`src/rtl/async_fifo_write_arbiter.sv`:
```
`timescale 1ns/1ps
`default_nettype none
// ============================================================================
//  Module   : async_fifo_write_arbiter
//  Purpose  : Shares one async-FIFO write channel among NUM_REQ requesters in
//             the write clock domain. A round-robin arbiter grants the channel
//             to one requester at a time. The granted requester keeps the
//             channel for up to MAX_BURST beats, or until it flags its last
//             beat, or until it stops presenting valid. Each beat passes
//             through a one-entry output register that the FIFO full flag
//             holds back.
//  Ports    :
//    write_clk        in   write-domain clock
//    write_reset      in   asynchronous active-high reset
//    req_valid[N]     in   per-requester beat valid
//    req_data[N*W]    in   per-requester beat, requester i at [i*W +: W]
//    req_last[N]      in   per-requester last beat of the burst
//    req_ready[N]     out  beat accepted this cycle, if req_valid is also high
//    write_fifo_push  out  push strobe to the FIFO
//    write_data[W]    out  registered data to the FIFO
//    write_fifo_full  in   FIFO full flag
//    grant_id         out  current burst owner (meaningful while busy)
//    busy             out  a burst is in progress
//  Optional : When WRITE_ARB_STATS_EN is defined, these ports are added:
//    stat_beats[N*16]     per-requester saturating count of transferred beats
//    stat_full_stall[16]  saturating count of cycles the held beat was
//                         blocked by a full FIFO
//  Revision : 1.0 - initial release
// ============================================================================
module async_fifo_write_arbiter #(
    parameter int FIFO_DATA_WIDTH = 32,
    parameter int NUM_REQ         = 4,
    parameter int MAX_BURST       = 8
) (
    input  logic                               write_clk,
    input  logic                               write_reset,
    input  logic [NUM_REQ-1:0]                 req_valid,
    input  logic [NUM_REQ*FIFO_DATA_WIDTH-1:0] req_data,
    input  logic [NUM_REQ-1:0]                 req_last,
    output logic [NUM_REQ-1:0]                 req_ready,
    output logic                               write_fifo_push,
    output logic [FIFO_DATA_WIDTH-1:0]         write_data,
    input  logic                               write_fifo_full,
    output logic [$clog2(NUM_REQ)-1:0]         grant_id,
`ifdef WRITE_ARB_STATS_EN
    output logic [NUM_REQ*16-1:0]              stat_beats,
    output logic [15:0]                        stat_full_stall,
`endif
    output logic                               busy
);

    localparam int GRANT_W = $clog2(NUM_REQ);
    localparam int CNT_W   = $clog2(MAX_BURST + 1);

    typedef enum logic [0:0] {
        ST_IDLE  = 1'b0,
        ST_BURST = 1'b1
    } state_t;

    state_t                     state_q;
    logic [GRANT_W-1:0]         grant_q;
    logic [GRANT_W-1:0]         rr_ptr_q;
    logic [CNT_W-1:0]           cnt_q;
    logic                       out_valid_q;
    logic [FIFO_DATA_WIDTH-1:0] out_data_q;

    logic                       can_load;
    logic                       owner_valid;
    logic                       owner_last;
    logic [FIFO_DATA_WIDTH-1:0] owner_data;
    logic                       xfer;
    logic                       max_hit;
    logic                       burst_end;
    logic [GRANT_W-1:0]         winner;
    logic [GRANT_W:0]           idx_sum;
    logic [GRANT_W-1:0]         rr_ptr_d;
    logic [CNT_W-1:0]           cnt_d;

    // ------------------------------------------------------------------
    // Output stage: a beat drains whenever the FIFO is not full, and a new
    // beat may be loaded in the same cycle that the held one drains.
    // ------------------------------------------------------------------
    assign write_fifo_push = out_valid_q & ~write_fifo_full;
    assign can_load        = ~out_valid_q | write_fifo_push;
    assign write_data      = out_data_q;
    assign grant_id        = grant_q;
    assign busy            = (state_q == ST_BURST);

    // Select the owner's request signals.
    always_comb begin
        owner_valid = 1'b0;
        owner_last  = 1'b0;
        owner_data  = '0;
        for (int i = 0; i < NUM_REQ; i++) begin
            if (grant_q == GRANT_W'(i)) begin
                owner_valid = req_valid[i];
                owner_last  = req_last[i];
                owner_data  = req_data[i*FIFO_DATA_WIDTH +: FIFO_DATA_WIDTH];
            end
        end
    end

    always_comb begin
        req_ready = '0;
        for (int i = 0; i < NUM_REQ; i++) begin
            req_ready[i] = (state_q == ST_BURST) && (grant_q == GRANT_W'(i)) && can_load;
        end
    end

    // Round-robin pick. The loop scans from the farthest offset down to
    // offset 0, so the last match is the requester nearest to rr_ptr.
    always_comb begin
        winner  = rr_ptr_q;
        idx_sum = '0;
        for (int k = NUM_REQ - 1; k >= 0; k--) begin
            idx_sum = {1'b0, rr_ptr_q} + (GRANT_W+1)'(k);
            if (idx_sum >= (GRANT_W+1)'(NUM_REQ)) begin
                idx_sum = idx_sum - (GRANT_W+1)'(NUM_REQ);
            end
            if (req_valid[idx_sum[GRANT_W-1:0]]) begin
                winner = idx_sum[GRANT_W-1:0];
            end
        end
    end

    assign rr_ptr_d  = (grant_q == GRANT_W'(NUM_REQ - 1)) ? '0 : grant_q + GRANT_W'(1);
    assign cnt_d     = cnt_q + CNT_W'(1);
    assign max_hit   = (cnt_d == CNT_W'(MAX_BURST));
    assign xfer      = (state_q == ST_BURST) & can_load & owner_valid;
    // The burst ends when the owner withdraws, or on a transfer that is its
    // last beat or that fills the beat budget. A stall on full is not an end.
    assign burst_end = (state_q == ST_BURST) & (~owner_valid | (xfer & (owner_last | max_hit)));

    always_ff @(posedge write_clk or posedge write_reset) begin
        if (write_reset) begin
            state_q     <= ST_IDLE;
            grant_q     <= '0;
            rr_ptr_q    <= '0;
            cnt_q       <= '0;
            out_valid_q <= 1'b0;
            out_data_q  <= '0;
        end else begin
            if (xfer) begin
                out_data_q  <= owner_data;
                out_valid_q <= 1'b1;
            end else if (write_fifo_push) begin
                out_valid_q <= 1'b0;
            end

            case (state_q)
                ST_IDLE: begin
                    if (|req_valid) begin
                        grant_q <= winner;
                        cnt_q   <= '0;
                        state_q <= ST_BURST;
                    end
                end
                ST_BURST: begin
                    if (xfer) begin
                        cnt_q <= cnt_d;
                    end
                    if (burst_end) begin
                        state_q  <= ST_IDLE;
                        rr_ptr_q <= rr_ptr_d;
                    end
                end
                default: begin
                    state_q <= ST_IDLE;
                end
            endcase
        end
    end

`ifdef WRITE_ARB_STATS_EN
    logic [15:0] stall_cnt_q;

    generate
        for (genvar gi = 0; gi < NUM_REQ; gi++) begin : g_stat_beats
            logic [15:0] beats_q;
            always_ff @(posedge write_clk or posedge write_reset) begin
                if (write_reset) begin
                    beats_q <= '0;
                end else if (xfer && (grant_q == GRANT_W'(gi)) && (beats_q != 16'hFFFF)) begin
                    beats_q <= beats_q + 16'd1;
                end
            end
            assign stat_beats[gi*16 +: 16] = beats_q;
        end
    endgenerate

    always_ff @(posedge write_clk or posedge write_reset) begin
        if (write_reset) begin
            stall_cnt_q <= '0;
        end else if (out_valid_q && write_fifo_full && (stall_cnt_q != 16'hFFFF)) begin
            stall_cnt_q <= stall_cnt_q + 16'd1;
        end
    end
    assign stat_full_stall = stall_cnt_q;
`endif

endmodule
`default_nettype wire

```
`config.mk`:
```
export PLATFORM = sky130hd
export DESIGN_NAME = async_fifo_write_arbiter
export DESIGN_NICKNAME = d
export VERILOG_FILES = /design/src/rtl/async_fifo_write_arbiter.sv
export SDC_FILE = /design/constraint.sdc
export NUM_CORES = 1
export LEC_CHECK = 0
export CORE_ASPECT_RATIO = 1.1
export CORE_MARGIN = 2
export CORE_UTILIZATION = 37
export CTS_CLUSTER_SIZE = 28
export DETAILED_ROUTE_END_ITERATION = 10
export GPL_ROUTABILITY_DRIVEN = 0
export PLACE_DENSITY = 0.82
export SYNTH_ARGS = -nofsm -noshare
export SYNTH_HDL_FRONTEND = slang
export SYNTH_SLANG_ARGS = --single-unit
```
`constraint.sdc`:
```
create_clock -name write_clk -period 2.9 [get_ports write_clk]
set_clock_uncertainty 0.1 [all_clocks]
set_input_delay 0.58 -clock write_clk [delete_from_list [all_inputs] [get_ports write_clk]]
set_output_delay 0.58 -clock write_clk [all_outputs]
set_load 0.02 [all_outputs]
```
# After elaboration in Yosys (flattened, before gate mapping)
# Cells that the tools add are included.
totals:
  register_bits: 42
  out_inout_bits: 40
  elab_cells: 92
op_classes:
  add_sub_neg: 9
  reduce_logical: 14
  bitwise_logic: 12
  muxes: 37
  eq_ne: 6
  magnitude_cmp: 8
ops:
  columns: ["operator", "n"]
  rows:
  - ["two-way mux 32 bit", 4]
  - ["two-way mux 2 bit", 9]
  - ["two-way mux 1 bit", 16]
  - ["less-than comparator 2 x 3 -> 1 bit, second input constant", 4]
  - ["greater-or-equal comparator 3 bit, second input constant", 3]
  - ["binary-select mux 1 bit (select 2 bit)", 4]
  - ["logical AND 1 bit", 8]
  - ["two-way mux 4 bit", 2]
  - ["one-hot mux 4 bit (2 select lines)", 1]
  - ["subtractor 2 x 1 -> 2 bit, second input constant", 4]
  - ["adder 2 x 2 -> 3 bit, second input constant", 2]
  - ["AND reduction 2 bit", 3]
  - ["AND 1 bit", 5]
  - ["adder 4 x 1 -> 4 bit, second input constant", 1]
  - ["equality test 2 bit, second input constant", 2]
  - ["equality test 4 bit, second input constant", 1]
  - ["inverter 1 bit", 4]
  - ["OR reduction 4 bit", 1]
  - ["adder 2 x 1 -> 3 bit, second input constant", 1]
  - ["greater-or-equal comparator 2 x 3 -> 1 bit, second input constant", 1]
  - ["bitwise OR 1 bit", 3]
  - ["adder 2 x 1 -> 2 bit, second input constant", 1]
  - ["equality test 2 x 1 -> 1 bit, second input constant", 1]
  - ["logical NOT 2 bit", 1]
  - ["4 further kinds", 4]

# Depth between registers and ports, before layout
# Gate-level depths: netlist of the first run.
logic_depth:
  word_depth: 11
  ltp_mapped: 9

# Worst setup path before layout of the first run
# Ideal clock, no wire load.
synth_timing:
  path_type: "register to output"
  from: "register grant_q[0] (netlist: grant_id[0])"
  to: "output req_ready[3]"
  stages_incl_launch_ff: 6
  t_arrival_ns: 1.677
  required_ns: 2.220
  setup_slack_ns: 0.543
  cell_sequence: "dfrtp_1 -> ha_1 -> buf_2 -> clkbuf_1 -> buf_1 -> and3_1"
synth_via:
  elab_chain_cells: 3
synth_lines:
  columns: ["element", "line_no", "text"]
  rows:
  - ["start: declaration", "61", "logic [GRANT_W-1:0] grant_q;"]
  - ["start signal: assignment", "153", "grant_q <= winner;"]
  - ["equality test 2 bit", "106", "req_ready[i] = (state_q == ST_BURST) && (grant_q == GRANT_W'(i)) && can_load;"]
  - ["logical AND 1 bit (2 in series)", "106", null]
  - ["end: declaration", "40", "output logic [NUM_REQ-1:0] req_ready,"]
# No other way between the ends.

# Final worst setup path of the first run
layout_timing:
  from: "register grant_q[0] (netlist: grant_id[0])"
  to: "output req_ready[2]"
# The elaborated chain is that of the path after synthesis.

==> impl_metrics.yaml, run 1 <==
drt:
  drt-initial-drc-count: 131
  avgViaCountPerCell: 5.33
  drt-total-wl_mm: 9.04
  firstDrtPassIters: 4
  routed-via-count: 3126
  wl_per_cell_microns: 15.4
  ant_nets: 0
  post-route-drc-count: 0
synth:
  synth_nets: 479
  synthCells: 335
  synth_common_cells: "dfrtp_1 (42), a21oi_1 (37), nand2_1 (37), nor2b_1 (37), o21ai_0 (37)"
  synth_edf_count: 0
  ys.warnings.count: 0
  synth_top_area_cell: "dfrtp_1"
  yosys.area.top_type_share_pct: 38.4
  synth.area.top_cells: "dfrtp_1 (38%), a221oi_1 (9.9%), nor2b_1 (8.5%)"
  synth_seq_cells: 42
  syn_area_sq_um: 2740
  synth.distinct_cells: 34
  yosysMostFrequentCell: "dfrtp_1"
  synthArstFlopShare_pct: 100
  ys_seq_area_share_pct: 38.4
  avgSynthCellArea_sq_um: 8.17
  ys.flop_type: "dfrtp_1"
timing:
  setup_viol: 0
  clock.fmax_mhz: 362
  drv_slew: 0
  period_minus_slack_ns: 2.76
  tightest_slew_ns: 0.839
  final_hold_viol_count: 0
  fin_crit_sh_pct: 95.3
  fin_setup_tns_ns: 0
  rsz0062_at_grt: "false"
  max_slew_margin_pct: 44.0
cts:
  cts_sinks: 42
  clk_pin_slew_ns: 0.08
  h-tree-depth: 2
  tritoncts: "built"
  clock-root-buffer: "clkbuf_8"
  clkLatencyLatePin_ns: 0.29
  cts_buffers: 5
  clk_path_buf_depth: 2
critical_path:
  crit_arrival_ns: 2.08
  crit_fanout: 21
  crit_path_end_kind: "output pin"
  cp-start-kind: "flip-flop"
  critPathRequiredTime_ns: 2.22
  worstSetupPathType: "reg -> out"
power_and_ir_drop:
  internal_power_mw: 2.43
  power.static_leakage_nw: 1.90
  seqPwrFrac_pct: 23.3
  power.total_mw: 4.38
  swShare_pct: 44.6
  pwr-share-comb_pct: 68.1
  clkPwrFrac_pct: 8.6
  p_per_area_nw_per_um2: 933
  switchingPower_mw: 1.95
  max-vdd-ir-drop_mv: 0.367
run_status:
  status: "finished clean"
floorplan:
  core_area_sq_um: 7090
  initial_core_util_pct: 38.6
  ioPinCount: 179
  die_y_microns: 94.2
  dieArea_sq_um: 8100
  die_width_microns: 86.0
  fp-row-count: 32
global_route:
  grt_overflow: 0
  grt_use_total_pct: 22.2
  grt_antenna_before_repair: 0
  grt_pass1_vias: 3040
  grt_pass1_wl_mm: 14.3
  grt_max_degree: 47
hold_path:
  hold_path_class: "reg -> reg"
cells_and_area:
  syn2layout_area_growth_pct: 71.6
  diodes: 0
  n_fill_cell: 617
  final_nets: 644
  layout-drive-gt1-share_pct: 5.59
place:
  io_buffers: 178
  dpl.hpwl_mm: 7.26
flow_run:
  cap_violations: 0
-- sequential cells by signal, indices dropped and copies added (netlist names) --
| signal | flops |
|---|---|
| out_valid_q | 1 |
| busy | 1 |
| grant_id | 2 |
| cnt_q | 4 |
| write_data | 32 |
| rr_ptr_q | 2 |
-- routing by layer --
metal | vias up | part of all wire [%] | global-route usage (%)
li1 | 1557 | - | -
met1 | 1424 | 37 | 24.7
met2 | 131 | 53 | 40.3
met3 | 14 | 8.0 | 6.41
met4 | 0 | 2.1 | 7.28
met5 | - | 0 | 0
-- cell families (layout without fill, tap and decap cells) --
family                     Yosys count  count (layout)  synth area share, %
DFF                                 42              42                 38.4
adders and majority gates            5               5                 2.29
buffers and inverters               38             204                 6.04
and+or+nand+nor                    127             127                 24.4
muxes                                3               3                 1.23
AOI/OAI and AO/OA                  120             120                 27.6
-- power by group through the flow --
stage	combinational [mW]	clock (mW)	sequential, mW
after floorplan	1.65	0	1.24
after CTS	3.00	0.384	1.02
after detailed placement	3.00	0	1.03
final	2.98	0.378	1.02
after global placement	2.92	0	1.02
after global routing	3.29	0.412	1.06
-- placed cells by master (no fill, tap or decap), drive strengths merged, types with 2 or more instances in the layout --
cell type and n:
clkdlybuf4s50 178, dfrtp 42, o21ai 39, nand2 37, a21oi 37, nor2b 37
nor3 32, a221oi 31, buf 11, inv 7, clkbuf 7, and3 5
nor2 5, ha 5, nor3b 4, nand3b 3, a21o 3, mux2 3
nand3 2
-- what timing repair did --
| action | in CTS | in global routing |
|---|---|---|
| gates resized for setup | 0 | 1 |
| hold buffers | 0 | 0 |
| endpoints found under the setup margin | 0 | 1 |
| setup buffers | 0 | 0 |
-- path summary, 6_finish.rpt --
check / from / to / slack, ns / cells after the start
setup reg to reg: grant_id[1]$_DFFE_PP0P_ / write_data[8]$_DFFE_PP0P_ / 0.34 / 7
hold / removal: write_data[1]$_DFFE_PP0P_ / write_data[1]$_DFFE_PP0P_ / 0.38 / 2
setup / recovery: grant_id[0]$_DFFE_PP0P_ / req_ready[2] / 0.14 / 5
min in group asynchronous: write_reset / write_data[2]$_DFFE_PP0P_ / 0.68 / 2
max in group asynchronous: write_reset / write_data[9]$_DFFE_PP0P_ / 1.48 / 2
hold reg to reg: write_data[1]$_DFFE_PP0P_ / write_data[1]$_DFFE_PP0P_ / 0.38 / 2
-- through the flow --
stage               hold WS (ns)  setup WS (ns)  util [%]  cells  instance area [sq um]
floorplan                  0.400          0.543         -    335                   2740
global placement           0.361          0.260      64.9    578                   4600
global route               0.409         0.0460      66.3    586                   4700
finish                     0.379          0.135      66.3    586                   4700
CTS                        0.386         0.0795      66.2    586                   4690
detailed placement         0.369          0.213      64.9    578                   4600
-- area by class of cell --
type / instances / area, sq um / share of cell area [%]
flip-flops and latches: 42 / 1050 / 22.4
clock buffers: 7 / 86.3 / 1.84
repair buffers: 189 / 1890 / 40.3
inverters: 7 / 26.3 / 0.560
well taps: 85 / 106 / 2.26
multi-input cells: 255 / 1530 / 32.5
clock inverters: 1 / 5.00 / 0.107
-- critical path: stages (launching register included) --
cell and delay [ns]:
dfrtp_1 0.45, inv_1 0.14, ha_2 0.24, buf_6 0.20
and3_1 0.17, clkdlybuf4s50_1 0.60
(Power assumes the default switching activity.)
==> run 2, diff against run 1 <==
Settings changed: MAX_ROUTING_LAYER from default to met4.
==> run 2 against run 1 <==
Setup slack better by 0.0030 ns. Clock power hardly changed. Register-to-register slack barely moved. Routed wire length down 0.32%. Sequential share of layout area is the same. Non-clock buffer count is the same. Global-route usage up 0.60 points. Sequential power about the same. Flip-flop and latch count is the same. Die area is the same. Critical endpoint unchanged. Largest power group unchanged.
==> impl_metrics.yaml, run 2 (synthesis results as in run 1) <==
run_status:
  status: "finished clean"
cts:
  clock-root-buffer: "clkbuf_8"
  cts_sinks: 42
  clk_pin_slew_ns: 0.08
  clk_path_buf_depth: 2
  h-tree-depth: 2
  post_cts_buffers: 0
  cts_buffers: 5
  clkLatencyLatePin_ns: 0.29
  tritoncts: "built"
critical_path:
  crit_path_cell_trace: "inv_1 -> ha_2 -> buf_6 -> and3_1 -> clkdlybuf4s50_1"
  worst-r2r-cell-count: 8
  worstSetupPathType: "reg -> out"
  crit_path_end_kind: "output pin"
  max_stage_delay_ns: 0.60
  crit_fanout: 21
  cp_slowest_cell: "clkdlybuf4s50_1"
  rrSetupSlack_ns: 0.35
  critPathRequiredTime_ns: 2.22
  r2r-start: "grant_id[1]$_DFFE_PP0P_"
  cp-start-kind: "flip-flop"
  r2r_end: "write_data[8]$_DFFE_PP0P_"
  crit_arrival_ns: 2.08
power_and_ir_drop:
  swShare_pct: 44.5
  clkPwrFrac_pct: 8.6
  switchingPower_mw: 1.95
  power.static_leakage_nw: 1.90
  pwr-share-comb_pct: 68.1
  p_per_area_nw_per_um2: 933
  power.total_mw: 4.38
  max-vdd-ir-drop_mv: 0.366
  seqPwrFrac_pct: 23.3
  internal_power_mw: 2.43
drt:
  ant_nets: 0
  avgViaCountPerCell: 5.37
  firstDrtPassIters: 4
  routed-via-count: 3144
  wl_per_cell_microns: 15.4
  post-route-drc-count: 0
  drt-total-wl_mm: 9.01
  drt-initial-drc-count: 110
timing:
  fin_setup_tns_ns: 0
  fin_ws_ns: 0.138
  final_hold_viol_count: 0
  drv_slew: 0
  setup_viol: 0
  clock.fmax_mhz: 362
  period_minus_slack_ns: 2.76
  fin_crit_sh_pct: 95.2
  max_slew_margin_pct: 43.9
  tightest_slew_ns: 0.840
  rsz0062_at_grt: "false"
floorplan:
  die_width_microns: 86.0
  dieArea_sq_um: 8100
  fp-row-count: 32
  core_area_sq_um: 7090
  ioPinCount: 179
  initial_core_util_pct: 38.6
  die_y_microns: 94.2
global_route:
  grt_antenna_before_repair: 0
  grt_pass1_vias: 3045
  grt_pass1_wl_mm: 14.3
  grt_max_degree: 47
  grt_overflow: 0
  grt_use_total_pct: 22.8
cells_and_area:
  diodes: 0
  n_fill_cell: 617
  final_common_cell: "clkdlybuf4s50_1"
  final_nets: 644
  mostFrequentLayoutCells: "clkdlybuf4s50_1 (178), dfrtp_1 (42), nand2_1 (37), a21oi_1 (37), o21ai_0 (37)"
  layout-drive-gt1-share_pct: 5.59
  final_cell_count_no_fill: 586
  syn2layout_area_growth_pct: 71.6
  largest_reg_flops: 32
flow_run:
  cap_violations: 0
place:
  dpl.hpwl_mm: 7.26
  dp_cells: 578
  io_buffers: 178
  dp_slack_ns: 0.213
hold_path:
  hold_path_class: "reg -> reg"
  worstHoldStart: "write_data[1]$_DFFE_PP0P_"
  worst_hold_path.endpoint: "write_data[1]$_DFFE_PP0P_"
  hold_depth: 2
-- run 2: cell counts in the layout (fill, tap and decap cells not counted) --
No cell type changed its count.
-- run 2: critical path, delay by kind of cell, from the launching register on --
family                     cells  cell delay [ns]
adders and majority gates      1             0.24
DFF                            1             0.45
buffers and inverters          3             0.93
and+or+nand+nor                1             0.17
-- run 2: metal layers --
| layer | GRT usage (%) | routed length, microns | vias up | part of all wire (%) |
|---|---|---|---|---|
| met3 | 5.54 | 644 | 14 | 7.1 |
| met4 | 7.28 | 189 | 0 | 2.1 |
| met2 | 40.3 | 4770 | 135 | 53 |
| li1 | - | - | 1556 | - |
| met5 | - | 0 | - | 0 |
| met1 | 25.3 | 3400 | 1439 | 38 |
-- run 2: how the worst max path moves through the flow --
stage	start	end	slack, ns
final	grant_id[0]$_DFFE_PP0P_	req_ready[2]	0.14
after global routing	grant_id[0]$_DFFE_PP0P_	req_ready[2]	0.05
after CTS	grant_id[0]$_DFFE_PP0P_	req_ready[2]	0.08
after detailed placement	req_valid[0]	write_data[24]$_DFFE_PP0P_	0.21
after global placement	write_fifo_full	req_ready[3]	0.26
after floorplan	grant_id[0]$_DFFE_PP0P_	req_ready[3]	0.54
-- run 2: metrics by stage --
step	hold WS (ns)	instance area, sq um	utilization [%]
after floorplan	0.400	2740	-
after global placement	0.361	4600	64.9
after detailed placement	0.369	4600	64.9
after CTS	0.386	4690	66.2
after global routing	0.410	4700	66.3
final	0.379	4700	66.3
-- run 2: layout make-up --
class / instances / area, sq um / share of cell area [%]
clock buffers: 7 / 86.3 / 1.84
clock inverters: 1 / 5.00 / 0.107
inverters: 7 / 26.3 / 0.560
multi-input cells: 255 / 1530 / 32.5
flip-flops and latches: 42 / 1050 / 22.4
well taps: 85 / 106 / 2.26
repair buffers: 189 / 1890 / 40.3
-- run 2: power by group through the flow --
stage / Clock (mW) / Sequential [mW] / Combinational (mW)
final: 0.377 / 1.02 / 2.98
after global routing: 0.413 / 1.06 / 3.29
after CTS: 0.384 / 1.02 / 3.00
after detailed placement: 0 / 1.03 / 3.00
after global placement: 0 / 1.02 / 2.92
after floorplan: 0 / 1.24 / 1.65
-- run 2: repair_timing --
item / 4_1_cts / 5_1_grt
resized for setup: 0 / 1
hold buffers: 0 / 0
endpoints found under the setup margin: 0 / 1
